## config.mk

```make
export PLATFORM = sky130hd
export DESIGN_NAME = fifo4way16
export DESIGN_NICKNAME = d
export VERILOG_FILES = /design/src/rtl/fifo4way16.sv
export SDC_FILE = /design/constraint.sdc
export NUM_CORES = 1
export LEC_CHECK = 0
export ABC_CLOCK_PERIOD_IN_PS = 4900
export CORE_MARGIN = 8
export CORE_UTILIZATION = 48
export CTS_BUF_LIST = sky130_fd_sc_hd__clkbuf_16
export DETAILED_ROUTE_END_ITERATION = 6
export HOLD_SLACK_MARGIN = 0.02
export PLACE_DENSITY = 0.72
export SLEW_MARGIN = 10
export SYNTH_ARGS = -nofsm -noshare
export SYNTH_HDL_FRONTEND = slang
export SYNTH_SLANG_ARGS = --single-unit
export TNS_END_PERCENT = 50
```

## constraint.sdc

```tcl
create_clock -name clk -period 4.9 [get_ports clk]
set_input_delay 0.735 -clock clk [delete_from_list [all_inputs] [get_ports clk]]
set_output_delay 0.735 -clock clk [all_outputs]
set_load 0.01 [all_outputs]
```

## src/rtl/fifo4way16.sv

```systemverilog
// Four-entry, 16-bit first-word-fall-through FIFO.
// The head entry is read through a 4-way select, and the overflow and underflow error flags stay set until reset.
module fifo4way16 (
  input  logic        clk,
  input  logic        reset,
  input  logic        flush,
  input  logic [15:0] in,
  input  logic        push,
  input  logic        pop,
  output logic [15:0] out,
  output logic        empty,
  output logic        full,
  output logic [2:0]  count,
  output logic        overflow,
  output logic        underflow
);

  localparam int unsigned DW    = 16;
  localparam int unsigned DEPTH = 4;
  localparam int unsigned PW    = 2;
  localparam int unsigned CW    = 3;

  logic [DW-1:0] mem_q [DEPTH];
  logic [PW-1:0] wr_ptr_q, wr_ptr_d;
  logic [PW-1:0] rd_ptr_q, rd_ptr_d;
  logic [CW-1:0] count_q, count_d;
  logic          ovf_q, ovf_d;
  logic          unf_q, unf_d;
  logic          empty_c, full_c;
  logic          push_acc_c, pop_acc_c;

  assign empty_c = (count_q == CW'(0));
  assign full_c  = (count_q == CW'(DEPTH));

  // A pop frees a slot in the same cycle, so a push into a full FIFO is still accepted when it is paired with a pop.
  assign pop_acc_c  = pop && !empty_c && !flush;
  assign push_acc_c = push && (!full_c || pop_acc_c) && !flush;

  always_comb begin
    wr_ptr_d = wr_ptr_q;
    rd_ptr_d = rd_ptr_q;
    count_d  = count_q;
    ovf_d    = ovf_q;
    unf_d    = unf_q;
    if (flush) begin
      wr_ptr_d = '0;
      rd_ptr_d = '0;
      count_d  = '0;
    end else begin
      if (push_acc_c) wr_ptr_d = wr_ptr_q + PW'(1);
      if (pop_acc_c)  rd_ptr_d = rd_ptr_q + PW'(1);
      count_d = count_q + CW'(push_acc_c) - CW'(pop_acc_c);
      if (push && !push_acc_c) ovf_d = 1'b1;
      if (pop && !pop_acc_c)   unf_d = 1'b1;
    end
  end

  always_ff @(posedge clk) begin
    if (reset) begin
      wr_ptr_q <= '0;
      rd_ptr_q <= '0;
      count_q  <= '0;
      ovf_q    <= 1'b0;
      unf_q    <= 1'b0;
    end else begin
      wr_ptr_q <= wr_ptr_d;
      rd_ptr_q <= rd_ptr_d;
      count_q  <= count_d;
      ovf_q    <= ovf_d;
      unf_q    <= unf_d;
    end
  end

  // Storage has no reset; stale entries are never visible because the output is gated by empty.
  always_ff @(posedge clk) begin
    if (!reset && push_acc_c) mem_q[wr_ptr_q] <= in;
  end

  assign out       = empty_c ? DW'(0) : mem_q[rd_ptr_q];
  assign empty     = empty_c;
  assign full      = full_c;
  assign count     = count_q;
  assign overflow  = ovf_q;
  assign underflow = unf_q;

endmodule

```

==> run metrics <==
outcome complete, no violations; largest family of logic cells by synthesized area multiplexers; Die Ht just under 100 um; Total Nets Final 239; final instance area 3892 um2; post-synthesis simple-gate area fraction under 10%; endpoints failing hold 0; Detail Route Antenna Nets 0; Layout area overhead 26.41%; CTS tree done; metal1 wirelength 2164 um; worst hold stages 2; cell family with most CP delay flip-flops; FP Rows 29; Clk Latency, worst-skew pair about 0.33 ns; compound-cell area share of the yosys netlist 1.260%; Worst Setup Path Type flop to output pin; Power Density 376.8 nW/um2; Pleak 1.323 nW; IO Port Bufs 43; cts bufs inserted 9; Slowest cell on crit path dfxtp_1; Top Metal Used met4; Post-Route Skew 0.005311 ns; Slew Viols, Final 0; Post-Synth XOR/XNOR Area 1.138%; Max VDD drop 0.2483 mV; antenna violations before repair 0; Synth Cell Area 3079 um2; Longest Clk Path Bufs 2; vias approximately 1600; register area share after synthesis 69.57%; Comb pwr share approximately 5.4%; CP peak stage delay 1.01 ns; met3 wire length 349 um; First-pass DRT Iterations 4; Setup crit start kind flop; Mean Syn Cell Area 19.13 um2; CP bufs+invs 1; Syn. warnings 0; # Max-Cap Violations 0; portion of total power attributed to the clock network a little under half; Crit. End Element output pin; share of layout cells above drive strength 1 17.59%; Least-Margin Pin Slew 1.046 ns; Seq pwr share 48.1%; Clock Tree Root clkbuf_16; setup bufs post-CTS 0; antenna diode count 0; total track usage 13.34%; vias per cell 5.307; hold buffers post-CTS 0; number of global-route vias before repair 1700; H-tree levels 3; post-synth net total 189; Internal 1.188 mW; global route total overflow 0; Yosys cell types 28; die area slightly above 9000 um2; Max Fanout on Critical Path 16; Avg WL per Cell 19.19 um; depth of the most critical reg-to-reg path 9; Final HPWL DP 3838 um; CTS sink count 75; Total Routed Length 5622 um; post_cts resized 0; setup violators final 0; # IOs 44; relative slew slack roughly 30%; maximum clock frequency 296.0 MHz; chip width approximately 96 um; CP Cell Sequence mux4_1 -> and2b_1 -> clkdlybuf4s50_1; Reg2Reg Setup Slack about 2.4 ns; HP Class flop to flop; NetSw 0.2788 mW; post-synthesis adder-cell area fraction ~3.1%; # DRC 0; Area after DPL between 3000 and 4000 um2; met2 WL 3039 um; Cells after Synth 161; CTS clk-pin slew, worst paths 0.06 ns; required time of the critical path 4.16 ns; Critical Path AT 2.64 ns; final critical-path share of the clock period 68.95%; Detailed Route Iter0 Violations 75; clock period minus worst slack 3.379 ns; RSZ-0062 raised after global routing no; sw frac 19.01%; largest net degree at the start of global routing 19; post-synthesis register bit count 75; Placer Congestion 0.7746; core area 6277 um2; Starting Density 49.05%; mux share of post-synthesis cell area 13.08%; final core occ 62.01%; Final TNS setup 0 ns; global-route wire length before repair 8797 um; Critical Path Stages 3
[stage by stage]
step | worst slack (ns) | hold slack, ns | std cells | total power [mW]
final | 1.521 | 0.4808 | 293 | 1.467
after detailed placement | 1.565 | 0.4562 | 277 | 0.7992
after global placement | 1.745 | 0.4695 | 277 | 0.7951
after global routing | 1.343 | 0.5016 | 293 | 1.515
after CTS | 1.438 | 0.4851 | 293 | 1.482
after floorplan | 1.867 | 0.4709 | 161 | 0.7550
[sequential cells by signal, summed over array words and instances (netlist names), named ones only]
| name | count |
|---|---|
| mem_q | 64 |
| overflow | 1 |
| rd_ptr_q | 2 |
| wr_ptr_q | 2 |
| count | 3 |
| underflow | 1 |
[cell families (layout without fill, tap and decap cells)]
kind of cell               after synthesis  count (layout)
buffers and inverters                   15              70
muxes                                   18              18
AOI/OAI and AO/OA                        5               5
DFF                                     75              75
xor gates and xnor gates                 4               4
and+or+nand+nor                         37              37
adders and majority gates                7               7
[cell type report]
class	instances	area [um2]
multi-input combinational	71	849.6
inverter	7	26.28
fill	453	2385
sequential	75	2142
clock buffer	9	225.2
timing repair buffer	47	460.4
tap	77	96.34
clock inverter	7	92.59
[routing by layer]
metal | vias to the layer above | global-route usage (%)
met5 | - | 0
met4 | 0 | 5.762
met2 | 45 | 23.16
met1 | 780 | 14.04
li1 | 722 | -
met3 | 8 | 5.226
[cells in the mapped netlist]
library cell	number	share of area, %
dfxtp_1	11	7.2
mux2i_1	2	0.65
nor2b_1	8	1.6
ha_1	6	2.4
a21bo_1	1	0.33
nor3_4	1	0.53
and2b_1	6	1.5
nand2_1	4	0.49
o31ai_1	1	0.24
a31oi_1	2	0.41
xnor2_1	2	0.57
nor3_1	4	0.65
buf_12	1	0.65
nor2_1	4	0.49
and2_1	2	0.41
nor2b_4	3	1.3
mux4_2	10	7.3
edfxtp_1	64	62
mux4_1	6	5.1
clkbuf_1	2	0.24
buf_6	3	1.1
nor3b_1	2	0.49
nor3b_2	3	1.2
buf_2	2	0.33
xor2_1	2	0.57
fa_1	1	0.65
o311ai_0	1	0.28
inv_1	7	0.85
[power by group through the flow]
stage	sequential, mW	combinational [mW]	clock, mW
4_1_cts	0.705	0.0811	0.695
5_1_grt	0.706	0.0864	0.723
3_5_place_dp	0.718	0.0808	0
6_report	0.705	0.0796	0.682
2_1_floorplan	0.717	0.0380	0
3_3_place_gp	0.718	0.0774	0
[placed cells by master (no fill, tap or decap), types with 3 or more instances in the layout]
master and count:
mux4_2 10, mux4_1 6, inv_1 7, ha_1 6, nor2b_1 8, nor2b_4 3
nor2_1 4, buf_4 4, clkdlybuf4s50_1 43, dfxtp_1 11, and2b_1 6, nor3b_2 5
nor3_1 4, clkbuf_16 9, edfxtp_1 64, nand2_1 4
[final timing paths]
check,startpoint,to
setup / recovery,flop,out[3]
hold reg to reg,underflow,underflow
setup reg to reg,count[2],count[2]
hold / removal,underflow,underflow
[worst reg2reg max path: cells and delay by family, from the launching register on]
kind            cells  cell delay, ns
fa+ha+maj           3            0.76
simple gates        2            0.48
flops               1            0.47
compound gates      1            0.36
xor+xnor            2            0.29
buf+inv             1            0.04
No activity file was read; power rests on OpenSTA's default activity.
